$ cat src/rtl/hcsr04_if.sv
// -----------------------------------------------------------------------------
// hcsr04_if
// Trig/echo link between an ultrasonic ranging controller (master) and the
// HC-SR04 responder/emulator (slave), plus the emulator's target settings
// and status pulses.
//
//   trig         master -> slave  trigger pulse (asynchronous to the slave)
//   distance_cm  master -> slave  emulated target distance in cm
//   no_object    master -> slave  1 = emulate "no echo return"
//   echo         slave -> master  echo pulse, width encodes distance
//   busy         slave -> master  responder is mid-measurement
//   trig_short   slave -> master  one-clock pulse: trigger too short
//   done         slave -> master  one-clock pulse on the echo falling cycle
// -----------------------------------------------------------------------------
interface hcsr04_if;
    logic        trig;
    logic [15:0] distance_cm;
    logic        no_object;
    logic        echo;
    logic        busy;
    logic        trig_short;
    logic        done;

    modport master (
        output trig,
        output distance_cm,
        output no_object,
        input  echo,
        input  busy,
        input  trig_short,
        input  done
    );

    modport slave (
        input  trig,
        input  distance_cm,
        input  no_object,
        output echo,
        output busy,
        output trig_short,
        output done
    );
endinterface

$ cat src/rtl/hcsr04_responder.sv
// -----------------------------------------------------------------------------
// hcsr04_responder
// Emulates the responder end of the HC-SR04 trig/echo ranging protocol.
// A trigger pulse is synchronised and width-qualified; after a fixed burst
// delay an echo pulse is driven whose width encodes the programmed distance.
//
// Ports:
//   clk   system clock
//   rst   synchronous active-high reset
//   bus   hcsr04_if.slave: trig, distance_cm, no_object in;
//         echo, busy, trig_short, done out (all registered)
//
// state   | meaning
// --------+----------------------------------------------------------
// IDLE    | waiting for a rising edge on the synchronised trigger
// TRIG_HI | trigger high, measuring its width (saturating)
// BURST   | emulated ultrasonic burst delay before echo rises
// ECHO    | echo high for the latched echo length
// HOLDOFF | dead time after echo fall; triggers ignored
// -----------------------------------------------------------------------------
module hcsr04_responder #(
    parameter int CLK_FREQ        = 12000000,
    parameter int TICKS_PER_CM    = 696,
    parameter int MIN_TRIG_CYCLES = 120,
    parameter int BURST_CYCLES    = 2400,
    parameter int MAX_CM          = 400,
    parameter int TIMEOUT_CYCLES  = 456000,
    parameter int HOLDOFF_CYCLES  = 12000
) (
    input  logic    clk,
    input  logic    rst,
    hcsr04_if.slave bus
);

    function automatic int max2(input int a, input int b);
        return (a > b) ? a : b;
    endfunction

    // Clock frequency is documentation only; all timing is given in cycles.
    localparam int clk_freq_unused = CLK_FREQ;

    localparam int PROD_MAX = MAX_CM * TICKS_PER_CM;
    localparam int CNT_MAX  = max2(max2(TIMEOUT_CYCLES, PROD_MAX),
                                   max2(BURST_CYCLES, HOLDOFF_CYCLES));
    localparam int CNT_W    = $clog2(CNT_MAX + 1);
    localparam int LEN_W    = $clog2(MIN_TRIG_CYCLES + 1);
    localparam int DIST_W   = $clog2(MAX_CM + 1);

    typedef enum logic [2:0] {
        IDLE,
        TRIG_HI,
        BURST,
        ECHO,
        HOLDOFF
    } state_t;

    state_t            state, state_nx;
    logic              trig_m, trig_s, trig_q;
    logic              trig_rise;
    logic [LEN_W-1:0]  trig_len, trig_len_nx;
    logic [CNT_W-1:0]  cnt, cnt_nx;
    logic [15:0]       dist_l, dist_l_nx;
    logic              nobj_l, nobj_l_nx;
    logic [DIST_W-1:0] dist_c;
    logic [CNT_W-1:0]  echo_len;
    logic              short_c, done_c;
    logic              short_pend, done_pend;
    logic              echo_r, busy_r, short_r, done_r;

    // Two-flop synchroniser plus a delayed copy for edge detection.
    always_ff @(posedge clk) begin
        if (rst) begin
            trig_m <= 1'b0;
            trig_s <= 1'b0;
            trig_q <= 1'b0;
        end else begin
            trig_m <= bus.trig;
            trig_s <= trig_m;
            trig_q <= trig_s;
        end
    end

    assign trig_rise = trig_s & ~trig_q;

    // Echo length from the latched target. The multiply only ever sees a
    // distance already clamped to MAX_CM, so it fits the phase counter.
    always_comb begin
        dist_c   = DIST_W'(dist_l);
        echo_len = CNT_W'(TIMEOUT_CYCLES);
        if (nobj_l || (dist_l > 16'(MAX_CM))) begin
            echo_len = CNT_W'(TIMEOUT_CYCLES);
        end else if (dist_l == 16'd0) begin
            echo_len = CNT_W'(1);
        end else begin
            echo_len = CNT_W'(dist_c) * CNT_W'(TICKS_PER_CM);
        end
    end

    always_ff @(posedge clk) begin
        if (rst) begin
            state    <= IDLE;
            trig_len <= '0;
            cnt      <= '0;
            dist_l   <= '0;
            nobj_l   <= 1'b0;
        end else begin
            state    <= state_nx;
            trig_len <= trig_len_nx;
            cnt      <= cnt_nx;
            dist_l   <= dist_l_nx;
            nobj_l   <= nobj_l_nx;
        end
    end

    // Phase timers are down-counters loaded with (length - 1) on entry and
    // terminating at zero.
    always_comb begin
        state_nx    = state;
        trig_len_nx = trig_len;
        cnt_nx      = cnt;
        dist_l_nx   = dist_l;
        nobj_l_nx   = nobj_l;
        short_c     = 1'b0;
        done_c      = 1'b0;

        case (state)
            IDLE: begin
                if (trig_rise) begin
                    state_nx    = TRIG_HI;
                    trig_len_nx = LEN_W'(1);
                end
            end

            TRIG_HI: begin
                if (trig_s) begin
                    if (trig_len < LEN_W'(MIN_TRIG_CYCLES)) begin
                        trig_len_nx = trig_len + LEN_W'(1);
                    end
                end else if (trig_len >= LEN_W'(MIN_TRIG_CYCLES)) begin
                    dist_l_nx = bus.distance_cm;
                    nobj_l_nx = bus.no_object;
                    cnt_nx    = CNT_W'(BURST_CYCLES - 1);
                    state_nx  = BURST;
                end else begin
                    short_c  = 1'b1;
                    state_nx = IDLE;
                end
            end

            BURST: begin
                if (cnt == '0) begin
                    cnt_nx   = echo_len - CNT_W'(1);
                    state_nx = ECHO;
                end else begin
                    cnt_nx = cnt - CNT_W'(1);
                end
            end

            ECHO: begin
                if (cnt == '0) begin
                    done_c   = 1'b1;
                    cnt_nx   = CNT_W'(HOLDOFF_CYCLES - 1);
                    state_nx = HOLDOFF;
                end else begin
                    cnt_nx = cnt - CNT_W'(1);
                end
            end

            HOLDOFF: begin
                if (cnt == '0) begin
                    state_nx = IDLE;
                end else begin
                    cnt_nx = cnt - CNT_W'(1);
                end
            end

            default: begin
                state_nx = IDLE;
            end
        endcase
    end

    // Outputs are registered from the state register; the event pulses get
    // one extra stage so they line up with the echo/busy levels.
    always_ff @(posedge clk) begin
        if (rst) begin
            short_pend <= 1'b0;
            done_pend  <= 1'b0;
            echo_r     <= 1'b0;
            busy_r     <= 1'b0;
            short_r    <= 1'b0;
            done_r     <= 1'b0;
        end else begin
            short_pend <= short_c;
            done_pend  <= done_c;
            echo_r     <= (state == ECHO);
            busy_r     <= (state != IDLE);
            short_r    <= short_pend;
            done_r     <= done_pend;
        end
    end

    assign bus.echo       = echo_r;
    assign bus.busy       = busy_r;
    assign bus.trig_short = short_r;
    assign bus.done       = done_r;

endmodule
$ cat src/flat_wrapper.sv
// flat-port wrapper written by rule: the top's interface ports become plain ports
module hcsr04_responder_flat 
#(
    parameter int CLK_FREQ        = 12000000,
    parameter int TICKS_PER_CM    = 696,
    parameter int MIN_TRIG_CYCLES = 120,
    parameter int BURST_CYCLES    = 2400,
    parameter int MAX_CM          = 400,
    parameter int TIMEOUT_CYCLES  = 456000,
    parameter int HOLDOFF_CYCLES  = 12000
)
  (clk, rst, bus_trig, bus_distance_cm, bus_no_object, bus_echo, bus_busy, bus_trig_short, bus_done);
  hcsr04_if bus_i ();
  input  logic clk;
  input  logic rst;
  input wire logic [$bits(bus_i.trig)-1:0] bus_trig;
  input wire logic [$bits(bus_i.distance_cm)-1:0] bus_distance_cm;
  input wire logic [$bits(bus_i.no_object)-1:0] bus_no_object;
  output wire logic [$bits(bus_i.echo)-1:0] bus_echo;
  output wire logic [$bits(bus_i.busy)-1:0] bus_busy;
  output wire logic [$bits(bus_i.trig_short)-1:0] bus_trig_short;
  output wire logic [$bits(bus_i.done)-1:0] bus_done;
  assign bus_i.trig = bus_trig;
  assign bus_i.distance_cm = bus_distance_cm;
  assign bus_i.no_object = bus_no_object;
  assign bus_echo = bus_i.echo;
  assign bus_busy = bus_i.busy;
  assign bus_trig_short = bus_i.trig_short;
  assign bus_done = bus_i.done;
  hcsr04_responder #(.CLK_FREQ(CLK_FREQ), .TICKS_PER_CM(TICKS_PER_CM), .MIN_TRIG_CYCLES(MIN_TRIG_CYCLES), .BURST_CYCLES(BURST_CYCLES), .MAX_CM(MAX_CM), .TIMEOUT_CYCLES(TIMEOUT_CYCLES), .HOLDOFF_CYCLES(HOLDOFF_CYCLES)) u_core (.clk(clk), .rst(rst), .bus(bus_i));
endmodule
$ cat config.mk
export PLATFORM = sky130hd
export DESIGN_NAME = hcsr04_responder_flat
export DESIGN_NICKNAME = d
export VERILOG_FILES = /design/src/rtl/hcsr04_if.sv /design/src/rtl/hcsr04_responder.sv /design/src/flat_wrapper.sv
export SDC_FILE = /design/constraint.sdc
export NUM_CORES = 1
export LEC_CHECK = 0
export CAP_MARGIN = 20
export CORE_ASPECT_RATIO = 0.6
export CORE_MARGIN = 1
export CORE_UTILIZATION = 30
export DETAILED_ROUTE_END_ITERATION = 10
export GPL_TIMING_DRIVEN = 0
export SYNTH_ARGS = -nofsm -noshare
export SYNTH_HDL_FRONTEND = slang
export SYNTH_SLANG_ARGS = --single-unit
$ cat constraint.sdc
create_clock -name clk -period 6.4 [get_ports clk]
set_input_delay 0.64 -clock clk [delete_from_list [all_inputs] [get_ports clk]]
set_output_delay 0.64 -clock clk [all_outputs]
set_load 0.1 [all_outputs]
==> flow_summary_export.csv <==
group,metric,value,unit
status,status,"completed",
synthesis,avgSynthCellArea,8.22,sq um
cells_and_area,layout_common_cells,"65 x nor2_1, 58 x ha_1, 55 x dfxtp_1",
setup_path,worstSetupPathDepth,17,
floorplan,ios,24,
timing,max_slew_margin,35.5,%
setup_path,cp-start-kind,"flop",
placement,dpl-instance-area,5470,sq um
cells_and_area,fin_nets,731,
synthesis,synth_adder_area_share,21.4,%
setup_path,crit_required,6.59,ns
global_routing,antenna_found_initial,0,
timing,fmax,179,MHz
job,max_cap_viol_count,0,
setup_path,end_kind,"flop",
detailed_routing,wl_per_cell,16.3,microns
cells_and_area,fillers,1727,
timing,worst_pin_slew,0.965,ns
synthesis,synth-async-reset-ratio,0,%
global_routing,grt_pass1_wl,22400,microns
timing,fin_setup_tns,0,ns
synthesis,synthCells,606,
worst_hold_path,hold_class,"flop to flop",
cells_and_area,register_area,1100,sq um
setup_path,crit_type,"flop to flop",
detailed_routing,antenna_left,0,
timing,post-route-period-util,87.1,%
placement,numPortBuffers,23,
timing,finalSetupViolCount,0,
power_and_ir_drop,combPwrFrac,4.4,%
cts,clkSinkCount,55,
synthesis,ys_types,78,
timing,fin_skew,0.0103,ns
worst_hold_path,hold_path_depth,1,
global_routing,grt_pass1_vias,4173,
cells_and_area,final_common_cell,"nor2_1",
timing,drv_slew,0,
synthesis,synth-simple-area-share,23.2,%
cts,post_cts_buffers,0,
setup_path,arrival,5.76,ns
synthesis,synth_compound_area_share,18.4,%
synthesis,syn_nets,701,
cells_and_area,area_growth,13.0,%
setup_path,crit_family,"adder cells",
placement,gp_congestion,0.937,
power_and_ir_drop,clockPowerShare,44.3,%
setup_path,critPathCapture,"u_core.cnt[15]",
setup_path,r2r-start,"u_core.dist_l[6]",
cells_and_area,stdcell_count,846,
synthesis,synth_edf_count,0,
power_and_ir_drop,power_density,119,nW/um^2
floorplan,die_x,168,microns
power_and_ir_drop,peakVddDrop,0.0999,mV
cts,htreeDepth,2,
global_routing,grt_usage,16.7,%
cts,clk_pin_slew,0.08,ns
global_routing,grt_overflow_total,0,
floorplan,die_y,102,microns
setup_path,cp-startpoint,"u_core.dist_l[6]",
cts,ctsHoldBuffers,0,
detailed_routing,remaining_drc_errors,0,
cells_and_area,antennaDiodeCount,0,
placement,placed_cells,838,
cells_and_area,finalInstanceArea,5630,sq um
synthesis,ys_seq_elements,55,
detailed_routing,vias,4590,
power_and_ir_drop,p_int,0.517,mW
detailed_routing,drt_pass1_iterations,5,
detailed_routing,route.met3.wl,1240,microns
setup_path,rrSetupSlack,0.82,ns
synthesis,synthMuxAreaShare,4.42,%
detailed_routing,vias_per_cell,5.43,
power_and_ir_drop,p_sw,0.155,mW
cts,cts-root-buf,"clkbuf_16",
cts,cts_made_buffers,5,
global_routing,grt_max_degree,19,
detailed_routing,drt_iter0_drc,407,
synthesis,syn_area,4980,sq um
detailed_routing,highest_layer,"met5",
setup_path,slowest_delay,0.65,ns
synthesis,yosys_warnings,0,
floorplan,die_area,17100,sq um
cts,cts_tree,"done",
floorplan,rows,36,
power_and_ir_drop,p_seq_share,51.3,%
floorplan,initial_core_util,30.7,%
setup_path,r2r_cells,17,
floorplan,coreArea,16200,sq um
cts,cts_buffer_depth,2,
detailed_routing,routed-wl-met2,4390,microns
cells_and_area,drive_gt1_share,4.55,%
timing,rsz0062_at_grt,"no",
placement,dpl.hpwl,11200,microns
setup_path,path_cells,"inv_1 -> ha_1 -> fa_1 -> inv_1 -> fa_1 -> fa_1 -> inv_1 -> ha_1 -> clkbuf_1 -> nand3b_1 -> nand3_1 -> a211oi_1 -> nor2_1 -> or4_1 -> or3_1 -> and3_1 -> o31a_1",
power_and_ir_drop,p_sw_share,23.1,%
synthesis,synthXorXnorAreaFrac,4.05,%
power_and_ir_drop,p_leak,2.36,nW
cts,clk_latency,0.30,ns
timing,hold_viol,0,
setup_path,crit_slowest_cell,"dfxtp_1",
setup_path,cp_num_buf_inv,4,
setup_path,r2r_end,"u_core.cnt[15]",
detailed_routing,m1WireLength,8030,microns
detailed_routing,routed_wl,13800,microns
synthesis,ys_seq_area_share,22.1,%
synthesis,ys.flop_type,"dfxtp_1",
cts,ctsResizeCount,0,
cells_and_area,multi_input_area,3560,sq um
setup_path,crit_path_max_fanout,10,
timing,timing.hold.ws,0.447,ns
synthesis,synth_top_family_by_area,"simple AND/OR/NAND/NOR gates",
timing,post-route-min-period,5.58,ns
-- power groups by stage --
stage	sequential, mW	clock, mW	combinational (mW)
finish	0.344	0.298	0.0296
global route	0.345	0.315	0.0318
CTS	0.344	0.303	0.0294
detailed placement	0.352	0	0.0294
global placement	0.352	0	0.0297
floorplan	0.353	0	0.00994
-- per-stage QoR --
| step | worst slack, ns | util [%] | power [mW] |
|---|---|---|---|
| 4_1_cts | 0.870 | 34.7 | 0.677 |
| 6_report | 0.825 | 34.7 | 0.672 |
| 3_3_place_gp | 0.904 | 33.7 | 0.382 |
| 3_5_place_dp | 0.908 | 33.7 | 0.382 |
| 2_1_floorplan | 1.54 | - | 0.363 |
| 5_1_grt | 0.492 | 34.7 | 0.691 |
-- per-layer routing --
layer  GRT usage [%]  vias to the layer above
li1                -                     2239
met2            20.1                      163
met5            2.72                        -
met4            1.26                        2
met1            28.0                     2180
met3            4.69                        6
-- state kept, by name, indices dropped and copies added (netlist names) --
register and flops:
u_core.done_pend 1, u_core.trig_s 1, u_core.trig_len 7, u_core.dist_l 16, u_core.cnt 19, u_core.bus.done 1, u_core.nobj_l 1, u_core.bus.trig_short 1
u_core.trig_m 1, u_core.trig_q 1, u_core.bus.echo 1, u_core.short_pend 1, u_core.bus.busy 1, u_core.state 3
-- synthesized netlist by cell type (all sizes together) (8+ instances only) --
library cell,number,area [sq um]
fa,17,340
a21oi,30,150
inv,54,203
nor2,65,244
dfxtp,55,1100
nand3,19,95.1
nor2b,9,56.3
ha,58,726
mux2i,22,220
nor3,22,133
xnor2,10,87.6
buf,9,46.3
xor2,13,114
nor4,11,90.1
nand4,10,62.6
o21ai,27,139
nand2,41,156
clkbuf,18,67.6
a31oi,8,50.1
-- worst min-delay path by stage --
stage | start | to
6_report | u_core.trig_m | u_core.trig_s
5_1_grt | u_core.trig_m | u_core.trig_s
4_1_cts | u_core.short_pend | u_core.bus.trig_short
3_5_place_dp | u_core.short_pend | u_core.bus.trig_short
3_3_place_gp | u_core.trig_m | u_core.trig_s
2_1_floorplan | u_core.done_pend | u_core.bus.done
-- cells by family (layout without fill, tap and decap cells) --
group,count (synthesis),count (layout)
muxes,22,22
adders and majority gates,75,75
buffers and inverters,81,112
and+or+nand+nor,220,220
DFF,55,55
xor gates and xnor gates,23,23
AOI/OAI and AO/OA,130,130
-- final cells by class --
class	instances	area share (%)
Multi-Input combinational cell	470	63.3
Sequential cell	55	19.6
Tap cell	209	4.65
Timing Repair Buffer	23	4.09
Inverter	54	3.60
Clock buffer	6	2.47
Buffer	27	2.02
Clock inverter	2	0.311
-- worst register-to-register path, delay by kind of cell, from the launching register on --
kind	cells	cell delay (ns)
flops	1	0.65
buf+inv	4	0.52
fa+ha+maj	5	2.16
simple gates	6	1.58
compound gates	2	0.57
Power figures use the tool's default switching activity.
